==> config.mk <==
export PLATFORM = sky130hd
export DESIGN_NAME = shield_evict_buffer_flat
export DESIGN_NICKNAME = d
export VERILOG_FILES = /design/src/rtl/shield_evict_buffer_pkg.sv /design/src/rtl/shield_evict_buffer_if.sv /design/src/rtl/shield_evict_cam.sv /design/src/rtl/shield_evict_buffer.sv /design/src/flat_wrapper.sv
export SDC_FILE = /design/constraint.sdc
export NUM_CORES = 1
export LEC_CHECK = 0
export CAP_MARGIN = 20
export CORE_AREA = 8 8 643 645
export CTS_CLUSTER_DIAMETER = 80
export CTS_CLUSTER_SIZE = 24
export DETAILED_ROUTE_END_ITERATION = 10
export DIE_AREA = 0 0 651 653
export DONT_BUFFER_PORTS = 1
export PLACE_DENSITY_LB_ADDON = 0.3
export SLEW_MARGIN = 10
export SYNTH_ARGS = -nofsm -noshare
export SYNTH_HDL_FRONTEND = slang
export SYNTH_SLANG_ARGS = --single-unit
==> constraint.sdc <==
create_clock -name clk -period 18.8 [get_ports clk]
set_clock_uncertainty 0.2 [all_clocks]
set_input_delay 2.82 -clock clk [delete_from_list [all_inputs] [get_ports clk]]
set_output_delay 2.82 -clock clk [all_outputs]
set_load 0.05 [all_outputs]
==> src/rtl/shield_evict_buffer_pkg.sv <==
`default_nettype none
// ============================================================================
//  Module   : shield_evict_buffer_pkg
//  Brief    : Shared types and default widths for the shield eviction buffer.
//  Revision : 1.0  initial release
// ============================================================================
package shield_evict_buffer_pkg;

    localparam int EVICT_ADDR_W   = 32;
    localparam int EVICT_LINE_W   = 512;
    localparam int EVICT_OFFSET_W = 6;
    localparam int EVICT_DEPTH    = 4;

    typedef enum logic [1:0] {
        S_IDLE  = 2'd0,
        S_START = 2'd1,
        S_DRAIN = 2'd2
    } evict_state_e;

    typedef struct packed {
        logic [EVICT_ADDR_W-1:0] addr;
        logic [EVICT_LINE_W-1:0] data;
    } evict_entry_t;

endpackage
`default_nettype wire

==> src/rtl/shield_evict_buffer_if.sv <==
`default_nettype none
// ============================================================================
//  Module   : shield_evict_buffer_if
//  Brief    : Eviction, write-master, lookup and flush signals of the buffer.
//  Revision : 1.0  initial release
// ============================================================================
interface shield_evict_buffer_if
    import shield_evict_buffer_pkg::*;
#(
    parameter int SHIELD_ADDR_WIDTH = EVICT_ADDR_W,
    parameter int LINE_WIDTH        = EVICT_LINE_W,
    parameter int DEPTH             = EVICT_DEPTH
);
    localparam int COUNT_WIDTH = $clog2(DEPTH + 1);

    logic [LINE_WIDTH-1:0]        evict_data;
    logic [SHIELD_ADDR_WIDTH-1:0] evict_addr;
    logic                         evict_val;
    logic                         evict_rdy;

    logic [LINE_WIDTH-1:0]        wr_req_data;
    logic [SHIELD_ADDR_WIDTH-1:0] wr_req_addr;
    logic                         wr_req_val;
    logic                         wr_req_rdy;
    logic                         wr_busy;

    logic [SHIELD_ADDR_WIDTH-1:0] lookup_addr;
    logic                         lookup_val;
    logic                         lookup_hit;
    logic [LINE_WIDTH-1:0]        lookup_data;

    logic                         flush_req;
    logic                         flush_done;
    logic [COUNT_WIDTH-1:0]       count;

    // Environment side: cache eviction port, write master and read path.
    modport master (
        output evict_data, evict_addr, evict_val,
        input  evict_rdy,
        input  wr_req_data, wr_req_addr, wr_req_val,
        output wr_req_rdy, wr_busy,
        output lookup_addr, lookup_val,
        input  lookup_hit, lookup_data,
        output flush_req,
        input  flush_done, count
    );

    modport slave (
        input  evict_data, evict_addr, evict_val,
        output evict_rdy,
        output wr_req_data, wr_req_addr, wr_req_val,
        input  wr_req_rdy, wr_busy,
        input  lookup_addr, lookup_val,
        output lookup_hit, lookup_data,
        input  flush_req,
        output flush_done, count
    );

endinterface
`default_nettype wire

==> src/rtl/shield_evict_cam.sv <==
`default_nettype none
// ============================================================================
//  Module   : shield_evict_cam
//  Brief    : Entry valid vector plus line-tag compare; reports the youngest
//             matching entry, searching from wr_ptr-1 back towards rd_ptr.
//  Revision : 1.0  initial release
// ============================================================================
module shield_evict_cam
#(
    parameter int   DEPTH     = 4,
    parameter int   TAG_WIDTH = 26,
    localparam int  PTR_W     = $clog2(DEPTH)
)(
    input  wire logic                            clk,
    input  wire logic                            rst_n,
    input  wire logic                            push,
    input  wire logic                            pop,
    input  wire logic [PTR_W-1:0]                wr_ptr,
    input  wire logic [PTR_W-1:0]                rd_ptr,
    input  wire logic [DEPTH-1:0][TAG_WIDTH-1:0] tags,
    input  wire logic [TAG_WIDTH-1:0]            probe,
    output logic                                 hit,
    output logic [PTR_W-1:0]                     hit_idx
);

    logic [DEPTH-1:0] valid;
    logic [DEPTH-1:0] match;
    logic [PTR_W-1:0] idx;

    // Push and pop never target the same slot: that needs count 0 or DEPTH.
    always_ff @(posedge clk) begin
        if (!rst_n) begin
            valid <= '0;
        end else begin
            if (push) valid[wr_ptr] <= 1'b1;
            if (pop)  valid[rd_ptr] <= 1'b0;
        end
    end

    for (genvar i = 0; i < DEPTH; i++) begin : g_match
        assign match[i] = valid[i] && (tags[i] == probe);
    end

    always_comb begin
        hit     = 1'b0;
        hit_idx = '0;
        idx     = '0;
        for (int k = 1; k <= DEPTH; k++) begin
            idx = wr_ptr - PTR_W'(k);
            if (!hit && match[idx]) begin
                hit     = 1'b1;
                hit_idx = idx;
            end
        end
    end

endmodule
`default_nettype wire

==> src/rtl/shield_evict_buffer.sv <==
`default_nettype none
// ============================================================================
//  Module   : shield_evict_buffer
//  Brief    : Dirty-line eviction queue feeding the shield write master; holds
//             each entry until its write retires for read-after-evict checks.
//             SHIELD_EVICT_FWD_EN: forward the matching line on lookup_data.
//  Revision : 1.0  initial release
// ============================================================================
module shield_evict_buffer
    import shield_evict_buffer_pkg::*;
#(
    parameter int SHIELD_ADDR_WIDTH = EVICT_ADDR_W,
    parameter int LINE_WIDTH        = EVICT_LINE_W,
    parameter int OFFSET_WIDTH      = EVICT_OFFSET_W,
    parameter int DEPTH             = EVICT_DEPTH
)(
    input  wire logic            clk,
    input  wire logic            rst_n,
    shield_evict_buffer_if.slave bus
);

    localparam int               PTR_W = $clog2(DEPTH);
    localparam int               CNT_W = $clog2(DEPTH + 1);
    localparam int               TAG_W = SHIELD_ADDR_WIDTH - OFFSET_WIDTH;
    localparam logic [CNT_W-1:0] FULL  = CNT_W'(DEPTH);

    evict_entry_t                mem [DEPTH];
    logic [PTR_W-1:0]            wr_ptr;
    logic [PTR_W-1:0]            rd_ptr;
    logic [CNT_W-1:0]            count;
    logic [CNT_W-1:0]            count_nxt;
    evict_state_e                state;
    logic                        req_val;
    logic                        done;
    logic                        rdy;
    logic                        push;
    logic                        pop;
    logic [DEPTH-1:0][TAG_W-1:0] tags;
    logic                        cam_hit;
    logic [PTR_W-1:0]            hit_idx;
    logic                        lookup_hit;

    assign rdy       = (count != FULL);
    assign push      = bus.evict_val && rdy;
    assign pop       = (state == S_DRAIN) && !bus.wr_busy;
    assign count_nxt = count + CNT_W'(push) - CNT_W'(pop);

    always_ff @(posedge clk) begin
        if (push) begin
            mem[wr_ptr] <= '{addr: bus.evict_addr, data: bus.evict_data};
        end
    end

    // wr_req_val and flush_done are registered from next-cycle state/count.
    always_ff @(posedge clk) begin
        if (!rst_n) begin
            state   <= S_IDLE;
            wr_ptr  <= '0;
            rd_ptr  <= '0;
            count   <= '0;
            req_val <= 1'b0;
            done    <= 1'b1;
        end else begin
            count <= count_nxt;
            if (push) wr_ptr <= wr_ptr + PTR_W'(1);
            if (pop)  rd_ptr <= rd_ptr + PTR_W'(1);
            case (state)
                S_IDLE: begin
                    if (req_val && bus.wr_req_rdy) begin
                        state   <= S_START;
                        req_val <= 1'b0;
                        done    <= 1'b0;
                    end else begin
                        req_val <= (count_nxt != '0);
                        done    <= (count_nxt == '0);
                    end
                end
                S_START: begin
                    state   <= S_DRAIN;
                    req_val <= 1'b0;
                    done    <= 1'b0;
                end
                S_DRAIN: begin
                    if (!bus.wr_busy) begin
                        state   <= S_IDLE;
                        req_val <= (count_nxt != '0);
                        done    <= (count_nxt == '0);
                    end else begin
                        req_val <= 1'b0;
                        done    <= 1'b0;
                    end
                end
                default: begin
                    state   <= S_IDLE;
                    req_val <= 1'b0;
                    done    <= 1'b0;
                end
            endcase
        end
    end

    for (genvar i = 0; i < DEPTH; i++) begin : g_tags
        assign tags[i] = mem[i].addr[SHIELD_ADDR_WIDTH-1:OFFSET_WIDTH];
    end

    shield_evict_cam #(
        .DEPTH     (DEPTH),
        .TAG_WIDTH (TAG_W)
    ) u_cam (
        .clk     (clk),
        .rst_n   (rst_n),
        .push    (push),
        .pop     (pop),
        .wr_ptr  (wr_ptr),
        .rd_ptr  (rd_ptr),
        .tags    (tags),
        .probe   (bus.lookup_addr[SHIELD_ADDR_WIDTH-1:OFFSET_WIDTH]),
        .hit     (cam_hit),
        .hit_idx (hit_idx)
    );

    assign lookup_hit      = bus.lookup_val && cam_hit;
    assign bus.lookup_hit  = lookup_hit;
    assign bus.evict_rdy   = rdy;
    assign bus.wr_req_val  = req_val;
    assign bus.wr_req_addr = mem[rd_ptr].addr;
    assign bus.wr_req_data = mem[rd_ptr].data;
    assign bus.flush_done  = done;
    assign bus.count       = count;

`ifdef SHIELD_EVICT_FWD_EN
    assign bus.lookup_data = lookup_hit ? mem[hit_idx].data : '0;
    logic unused_sig;
    assign unused_sig = &{1'b0, bus.flush_req, bus.lookup_addr[OFFSET_WIDTH-1:0]};
`else
    // Without forwarding the read path stalls on lookup_hit instead.
    assign bus.lookup_data = '0;
    logic unused_sig;
    assign unused_sig = &{1'b0, bus.flush_req, bus.lookup_addr[OFFSET_WIDTH-1:0], hit_idx};
`endif

endmodule
`default_nettype wire

==> src/flat_wrapper.sv <==
// flat-port wrapper written by rule: the top's interface ports become plain ports
module shield_evict_buffer_flat import shield_evict_buffer_pkg::*;
#(
    parameter int SHIELD_ADDR_WIDTH = EVICT_ADDR_W,
    parameter int LINE_WIDTH        = EVICT_LINE_W,
    parameter int OFFSET_WIDTH      = EVICT_OFFSET_W,
    parameter int DEPTH             = EVICT_DEPTH
)
  (clk, rst_n, bus_evict_data, bus_evict_addr, bus_evict_val, bus_evict_rdy, bus_wr_req_data, bus_wr_req_addr, bus_wr_req_val, bus_wr_req_rdy, bus_wr_busy, bus_lookup_addr, bus_lookup_val, bus_lookup_hit, bus_lookup_data, bus_flush_req, bus_flush_done, bus_count);
  shield_evict_buffer_if #(.SHIELD_ADDR_WIDTH(SHIELD_ADDR_WIDTH), .LINE_WIDTH(LINE_WIDTH), .DEPTH(DEPTH)) bus_i ();
  input  wire logic clk;
  input  wire logic rst_n;
  input wire logic [$bits(bus_i.evict_data)-1:0] bus_evict_data;
  input wire logic [$bits(bus_i.evict_addr)-1:0] bus_evict_addr;
  input wire logic [$bits(bus_i.evict_val)-1:0] bus_evict_val;
  output wire logic [$bits(bus_i.evict_rdy)-1:0] bus_evict_rdy;
  output wire logic [$bits(bus_i.wr_req_data)-1:0] bus_wr_req_data;
  output wire logic [$bits(bus_i.wr_req_addr)-1:0] bus_wr_req_addr;
  output wire logic [$bits(bus_i.wr_req_val)-1:0] bus_wr_req_val;
  input wire logic [$bits(bus_i.wr_req_rdy)-1:0] bus_wr_req_rdy;
  input wire logic [$bits(bus_i.wr_busy)-1:0] bus_wr_busy;
  input wire logic [$bits(bus_i.lookup_addr)-1:0] bus_lookup_addr;
  input wire logic [$bits(bus_i.lookup_val)-1:0] bus_lookup_val;
  output wire logic [$bits(bus_i.lookup_hit)-1:0] bus_lookup_hit;
  output wire logic [$bits(bus_i.lookup_data)-1:0] bus_lookup_data;
  input wire logic [$bits(bus_i.flush_req)-1:0] bus_flush_req;
  output wire logic [$bits(bus_i.flush_done)-1:0] bus_flush_done;
  output wire logic [$bits(bus_i.count)-1:0] bus_count;
  assign bus_i.evict_data = bus_evict_data;
  assign bus_i.evict_addr = bus_evict_addr;
  assign bus_i.evict_val = bus_evict_val;
  assign bus_evict_rdy = bus_i.evict_rdy;
  assign bus_wr_req_data = bus_i.wr_req_data;
  assign bus_wr_req_addr = bus_i.wr_req_addr;
  assign bus_wr_req_val = bus_i.wr_req_val;
  assign bus_i.wr_req_rdy = bus_wr_req_rdy;
  assign bus_i.wr_busy = bus_wr_busy;
  assign bus_i.lookup_addr = bus_lookup_addr;
  assign bus_i.lookup_val = bus_lookup_val;
  assign bus_lookup_hit = bus_i.lookup_hit;
  assign bus_lookup_data = bus_i.lookup_data;
  assign bus_i.flush_req = bus_flush_req;
  assign bus_flush_done = bus_i.flush_done;
  assign bus_count = bus_i.count;
  shield_evict_buffer #(.SHIELD_ADDR_WIDTH(SHIELD_ADDR_WIDTH), .LINE_WIDTH(LINE_WIDTH), .OFFSET_WIDTH(OFFSET_WIDTH), .DEPTH(DEPTH)) u_core (.clk(clk), .rst_n(rst_n), .bus(bus_i));
endmodule
Word level (Yosys, flattened, before mapping)

Memories as Yosys holds them, arrays and structs flattened. A register that Yosys moved wholly into a read port is not among the register bits.
Index checks and enable logic that the tools add are counted.

Memories: 1
Bits of input ports: 583
RAM bits: 2,176
Output and inout bits: 1,063
Word-level logic and storage cells: 87
Register bits: 15

Add/subtract/negate cells: 7
Reductions and logical operators: 21
Bitwise logic cells: 3
Eq/ne operators: 9
Order comparisons: 7
Multiplexer cells: 32

Memory list:

| memory     | depth | bits a word | read ports | clocked after Yosys merged registers in | wr ports | RTL line                  | RTL |
|---|---|---|---|---|---|---|---|
| u_core.mem | 4     | 544         | 5          | 1                                       | 1        | shield_evict_buffer.sv:27 | `evict_entry_t mem [DEPTH];` |

Operator list:

| cell                  | count |
|---|---|
| $eq A26 B26 Y1        | 4 |
| $mux W1               | 16 |
| $lt A2 B3 Y1 const B  | 5 |
| $logic_and A1 B1 Y1   | 13 |
| $mux W4               | 3 |
| $bmux W1 S2           | 4 |
| $mux W2               | 4 |
| $pmux W2 S3           | 1 |
| $add A2 B1 Y2 const B | 2 |
| $and A4 B4 Y4         | 1 |
| $demux W1 S2          | 2 |
| $ge A2 B1 Y1 const B  | 2 |
| $logic_not A1 Y1      | 4 |
| $not A4 Y4            | 1 |
| $or A4 B4 Y4          | 1 |
| $pmux W1 S2           | 2 |
| $sub A2 B2 Y2 const B | 2 |
| $add A3 B1 Y3         | 1 |
| $logic_not A3 Y1      | 1 |
| $ne A3 B3 Y1 const B  | 1 |
| $reduce_bool A3 Y1    | 1 |
| $sub A3 B1 Y3         | 1 |
| $eq A2 B1 Y1 const B  | 1 |
| $eq A2 B2 Y1 const B  | 1 |
| other kinds (5)       | 5 |

Logic depth before layout (Yosys ltp)

Gate-level depths: netlist of run 1.
An unclocked memory read counts as a cell.

Depth in word-level cells: 16
Depth in mapped cells: 10
Gate-level depth less buffers: 9

By module

Synthesis of run 1 repeated with hierarchy kept, for this count alone.

Cells, all modules: 3,618
Area, all modules: 84,279.6 um^2

Modules (own cells, without submodules):

| module              | seq. area each (um^2) | area each (um^2) | cells each | times used |
|---|---|---|---|---|
| shield_evict_buffer | 65,602.9              | 82,731.8         | 3,419      | 1 |
| shield_evict_cam    | 80.1                  | 1,547.7          | 199        | 1 |

Worst setup path after synthesis of run 1

Ideal clock, no wire load.

Path kind: input to register
Start point: in bus_evict_val
End point: mem u_core.mem[0][0] (netlist name) (enable)
Setup slack: 2.408 ns
Cell stages on the path: 1
Setup time: 0.985 ns
Path buffers: 0
Data required time: 17.615 ns
Arrival time: 15.207 ns
Cell sequence: and3_1

Longest elaborated chain between the ends: 3

RTL lines:

| element                       | RTL line                  | RTL |
|---|---|---|
| start, declared               | flat_wrapper.sv:15        | `input wire logic [$bits(bus_i.evict_val)-1:0] bus_evict_val;` |
| $logic_and A1 B1 Y1           | shield_evict_buffer.sv:44 | `assign push = bus.evict_val && rdy;` |
| $mux W1                       | shield_evict_buffer.sv:49 | `if (push) begin` |
| $mux W1 (not written as such) | shield_evict_buffer.sv:50 | `mem[wr_ptr] <= '{addr: bus.evict_addr, data: bus.evict_data};` |
| end, declared                 | shield_evict_buffer.sv:27 |  |

Every way passes these cells.

==> results by group, run 1 <==
Die
  – Die H: 653 um
  – Die Wd: 651 um
  – Starting Density: 0.208
  – I/O pins: 1646
  – Core area: 0.404 sq mm
  – DIE AREA: 0.425 sq mm
  – Site row count: 234

Global route
  – First-pass GRT wire length: 320000 um
  – Total GRT Usage: 0.108
  – Initial antenna violation count: 39
  – Largest net degree at the start of global routing: 119
  – GRT overflow: 0
  – Vias in the first global route: 35011

Power and ir drop
  – P per Cell Area: 121 mW/mm^2
  – Power Total: 0.0112 W
  – Leak: 27.2 nW
  – Peak supply drop: 0.0000804 V

Routing
  – DR vias: 33497
  – Routed wire length: 244000 um
  – DR WL/cell: 27.1 um
  – Antenna Nets Post-Route: 0
  – DR iter-0 viols: 2515
  – DRC: 0
  – DRT Pass-1 Iters: 5
  – Routed vias/inst: 3.72

Layout
  – Commonest non-fill, non-tap cell in the layout: edfxtp_1
  – Layout cell share with drive strength beyond 1: 0.210
  – Final nets: 4219
  – P&R area growth vs syn: 9.98%
  – Commonest non-fill, non-tap cells in the layout: edfxtp_1, mux4_2, conb_1, clkbuf_16, xnor2_1
  – Finished Core Util: 0.229
  – # fillers: 41154

Place
  – Port Buffers: 0
  – Dpl hpwl: 176000 um
  – GPL Wtd Cong: 0.765
  – Post-Place Worst Slack: 10.81 ns

Worst setup path
  – Slowest-stage cell, CP: dfxtp_4
  – Arr. time, crit path: 5.81 ns
  – Delay-heaviest family, CP: buffers and inverters
  – CP Buf/Inv Count: 4
  – Worst EP required: 15.78 ns
  – CP max stage delay: 0.83 ns
  – Critical-path cell list: buf_12, buf_4, buf_12, buf_4, mux4_2
  – Worst setup path class: flop to primary output
  – Reg-to-Reg Start: u_core.bus.count[1]
  – Endpoint class of the critical path: primary output
  – Maximum fanout along the worst path: 114
  – Startpoint types: flop

Yosys
  – FFs w/ async S/R, synth: 0
  – EDFF count, synth: 2176
  – Area contributors post-synth: edfxtp_1, mux4_2, buf_4
  – Ys Warns: 0
  – Synth top area share: 0.777
  – Synth cell types: 33
  – Synthesized area per cell: 23.4 sq um
  – Synth Register Bits: 2193
  – Cell taking the most area after synthesis: edfxtp_1
  – Seq/Total Area, Yosys: 0.781
  – Mapped cell area: 0.0841 sq mm
  – Mapped Cells: 3588
  – Top_reg_cell synth: edfxtp_1

Clock tree
  – Clk root buf: clkbuf_16
  – H-tree levels: 3
  – TritonCTS buffer count: 121
  – Post-CTS sizing: 0
  – Post-CTS setup buffer count: 0
  – Worst skew pair latency: 0.88 ns
  – Sink Count: 2193
  – Hold buffers post-CTS: 0
  – CTS tree: done
  – Clk buf depth: 4
  – Worst-path clk slew: 0.09 ns

Timing
  – Setup-failing EPs final: 0
  – Fin. Hold Viols: 0
  – Worst hold margin: 0.319 ns
  – Slew HR: 0.301
  – Fmax: 113 MHz
  – Final min period: 8.83 ns
  – Final worst setup slack: 9.97 ns
  – Final Cycle Share: 0.470
  – Worst-Margin Slew: 1.05 ns
  – RSZ-0062 raised after global routing: no
  – Final Max Tran Viols: 0
  – Setup TNS: 0 ns

Status
  – Status: finished clean

Flow run
  – Max-Cap Viols: 0

Worst hold path
  – Hold Crit Class: flop to flop
  – Min-delay src: u_core.u_cam.valid[1]
-- cell usage after synthesis (2+ instances only) --
cell / n
inv_1: 6
mux4_2: 544
and3_1: 4
buf_6: 19
buf_1: 27
and2_1: 7
xnor2_1: 63
buf_2: 54
buf_4: 522
edfxtp_1: 2176
nand4_1: 20
nor2b_1: 3
dfxtp_1: 17
ha_1: 9
nor3_1: 4
nand2_1: 6
nand2b_1: 2
o211a_1: 4
nor2_1: 4
xor2_1: 46
clkbuf_1: 27
nor4_1: 12
a21boi_0: 2
-- worst paths after layout --
check | end | cells past startpoint | slack, ns
setup reg to reg | u_core.mem[3][259] | 7 | 12.20
hold / removal | u_core.u_cam.valid[1] | 1 | 0.32
setup / recovery | bus_wr_req_data[361] | 5 | 9.97
hold reg to reg | u_core.u_cam.valid[1] | 1 | 0.32
-- sequential cells by signal, indices dropped and copies added, names as in the netlist, named ones only --
| signal | count |
|---|---|
| u_core.bus.flush_done | 1 |
| u_core.wr_ptr | 2 |
| u_core.bus.count | 3 |
| u_core.mem | 2176 |
| u_core.state | 2 |
| u_core.rd_ptr | 2 |
| u_core.bus.wr_req_val | 1 |
| u_core.u_cam.valid | 4 |
-- metrics by stage --
step	instance area, sq um	cells
3_5_place_dp	88700	8813
4_1_cts	92500	8994
3_3_place_gp	88700	8813
5_1_grt	92500	8995
6_report	92500	9005
2_1_floorplan	86100	4099
-- power by group --
part / switching (W) / total (W) / leakage (nW) / internal [W]
registers: 0.000124 / 0.00609 / 20.1 / 0.00596
logic: 0.00179 / 0.00213 / 5.26 / 0.000334
clock network: 0.00163 / 0.00294 / 1.83 / 0.00131
-- logic make-up after synthesis --
| kind of cell | after synthesis | share of synthesized area |
|---|---|---|
| AO/OA/AOI/OAI | 10 | 0.00101 |
| XOR/XNOR | 109 | 0.0113 |
| adder cells (fa/ha/maj) | 10 | 0.00158 |
| buffers and inverters | 655 | 0.0550 |
| flip-flops | 2193 | 0.781 |
| multiplexers | 545 | 0.146 |
| other | 1 | 0.0000446 |
| AND/OR/NAND/NOR | 65 | 0.00460 |
-- area by class of cell --
type	instances	area [sq um]	share of cell area
Timing Repair Buffer	53	564	0.00610
Antenna cell	11	27.5	0.000297
Clock buffer	132	3090	0.0334
Sequential cell	2193	65700	0.710
Tap cell	5310	6640	0.0718
Multi-Input combinational cell	1251	15800	0.170
Clock inverter	49	736	0.00795
Inverter	6	22.5	0.000243
-- routing by layer --
| layer | wire length (um) | global-route usage | up-vias |
|---|---|---|---|
| li1 | - | - | 13712 |
| met1 | 78700 | 0.107 | 18329 |
| met2 | 134000 | 0.206 | 1222 |
| met3 | 27100 | 0.0516 | 202 |
| met4 | 4030 | 0.0188 | 32 |
| met5 | 204 | 0 | - |
Note: power is estimated with default switching activity, not from simulation.
==> run 2, diff against run 1 <==
- clock period: 18.8 -> 7.2 ns (I/O delays scaled with it)
==> run 2 against run 1 <==
Routed wire length is 5.0% higher. Critical endpoint is now bus_wr_req_data[219]. First-iteration DRC count shrank 0.91%. Final area up 4.9%.
==> results by group, run 2 (synthesized netlist as in run 1, its figures left out) <==
Global route
  – GRT overflow: 0 (unchanged)
  – First-pass GRT wire length: 337000 um (+5.3%)
  – Total GRT Usage: 0.114 (+0.00549)
  – Vias in the first global route: 36963 (+5.6%)
  – Largest net degree at the start of global routing: 130 (+9.2%)
  – Initial antenna violation count: 63 (+62%)

Layout
  – Final instance area: 0.0971 sq mm (+4.9%)
  – Final nets: 4625 (+9.6%)
  – Max reg flops: 2176 (unchanged)
  – Finished Layout Cells: 9435 (+4.8%)
  – Largest registers: u_core.mem (2176), u_core.u_cam.valid (4), u_core.bus.count (3)
  – Commonest non-fill, non-tap cell in the layout: edfxtp_1
  – # fillers: 40925 (-0.56%)
  – Largest register by flop count: u_core.mem
  – Layout cell share with drive strength beyond 1: 0.211 (+0.000441)
  – Finished Core Util: 0.240 (+0.0112)
  – Commonest non-fill, non-tap cells in the layout: edfxtp_1, mux4_2, conb_1, dlygate4sd3_1, clkbuf_16
  – P&R area growth vs syn: 15.4%

Place
  – Dpl hpwl: 187000 um (+5.8%)
  – GPL Wtd Cong: 0.772 (+0.92%)
  – Port Buffers: 0 (unchanged)
  – Post-DP Area: 0.0893 sq mm (+0.68%)
  – Placed cells: 8876 (+0.71%)

Clock tree
  – Hold buffers post-CTS: 330 (+330)
  – Worst-path clk slew: 0.09 ns (about the same)
  – Clk root buf: clkbuf_16
  – TritonCTS buffer count: 134 (+11%)
  – H-tree levels: 4 (+1)
  – Worst skew pair latency: 0.84 ns (-0.04 ns)
  – CTS tree: done
  – Post-CTS setup buffer count: 0 (unchanged)
  – Post-CTS sizing: 0 (unchanged)
  – Clk buf depth: 4 (unchanged)
  – Sink Count: 2193 (unchanged)

Routing
  – DR iter-0 viols: 2492 (-0.91%)
  – DR WL/cell: 27.2 um (+0.17%)
  – Antenna Nets Post-Route: 0 (unchanged)
  – DRC: 0 (unchanged)
  – Routed wire length: 256000 um (+5.0%)
  – Routed vias/inst: 3.76 (+1.1%)
  – DR vias: 35477 (+5.9%)
  – DRT Pass-1 Iters: 5 (unchanged)

Worst setup path
  – Endpoint class of the critical path: primary output
  – Maximum fanout along the worst path: 66 (-42%)
  – Worst EP required: 5.92 ns (-9.86 ns)
  – Arr. time, crit path: 3.61 ns (-2.20 ns)
  – Worst setup path class: flop to primary output
  – Startpoint types: flop

Timing
  – Fin. Hold Viols: 0 (unchanged)
  – Final Max Tran Viols: 0 (unchanged)
  – Final Cycle Share: 0.679
  – Worst hold margin: 0.133 ns (-0.186 ns)
  – Setup-failing EPs final: 0 (unchanged)
  – Slew HR: 0.0955 (-0.206)
  – Worst-Margin Slew: 1.36 ns (+0.308 ns)
  – RSZ-0062 raised after global routing: no
  – Setup TNS: 0 ns (unchanged)
  – Fmax: 205 MHz
  – Final min period: 4.89 ns

Status
  – Status: finished clean

Power and ir drop
  – Leak: 29.2 nW (+7.5%)
  – P per Cell Area: 312 mW/mm^2 (+160%)
  – Peak supply drop: 0.000247 V (+210%)

Die
  – Starting Density: 0.208 (unchanged)
  – DIE AREA: 0.425 sq mm (unchanged)
  – Core area: 0.404 sq mm (unchanged)
  – Die Wd: 651 um (unchanged)
  – I/O pins: 1646 (unchanged)
  – Die H: 653 um (unchanged)
  – Site row count: 234 (unchanged)

Flow run
  – Max-Cap Viols: 0 (unchanged)

Worst hold path
  – Hold Crit Class: input pin to flop
==> run 2: cell types whose count changed in the layout (fill, tap and decap cells not counted), moves of 3 or more <==
cell / change
dlygate4sd3_1: +330
buf_4: +54
clkbuf_16: +16
diode_2: +15
buf_12: +10
clkbuf_1: -4
inv_16: +3
inv_8: +3
==> run 2: path summary, 6_finish.rpt <==
| check | start | end | slack, ns | depth (start not counted) |
|---|---|---|---|---|
| worst max-delay path | flop | bus_wr_req_data[219] | 2.31 | 3 |
| worst min-delay path | bus_evict_data[27] | u_core.mem[3][27] | 0.13 | 0 |
| worst min register to register | u_core.state[0] | u_core.state[0] | 0.32 | 1 |
| worst max register to register | u_core.bus.count[1] | u_core.mem[1][136] | 3.27 | 5 |
==> run 2: cell type report <==
class	count	area, sq um	share of cell area
Timing Repair Buffer	446	4460	0.0460
Clock inverter	61	970	0.00999
Clock buffer	142	3450	0.0355
Inverter	6	22.5	0.000232
Tap cell	5310	6640	0.0684
Multi-Input combinational cell	1251	15800	0.162
Sequential cell	2193	65700	0.677
Antenna cell	26	65.1	0.000670
==> run 2: per-layer routing <==
layer / track usage / share of wire / wire length (um) / vias to the layer above
met5: 0 / 0.00071 / 182 / -
met4: 0.0221 / 0.019 / 4790 / 26
met3: 0.0449 / 0.094 / 24100 / 245
met2: 0.217 / 0.55 / 140000 / 1272
met1: 0.117 / 0.34 / 87000 / 19350
li1: - / - / - / 14584
==> run 2: critical path, stage by stage (launching register included) <==
cell     delay [ns]
dfxtp_4        0.85
buf_12         0.28
buf_12         0.47
mux4_2         0.80
==> run 2: through the flow <==
stage,power (W),setup WS (ns)
after floorplan,0.0210,-1.32
after global placement,0.0221,2.77
after detailed placement,0.0221,2.80
after CTS,0.0309,2.02
after global routing,0.0313,1.99
final,0.0303,2.31
==> run 2: power breakdown <==
group          internal (W)  switching, W
clock               0.00394       0.00449
combinational       0.00107       0.00492
sequential           0.0155      0.000320
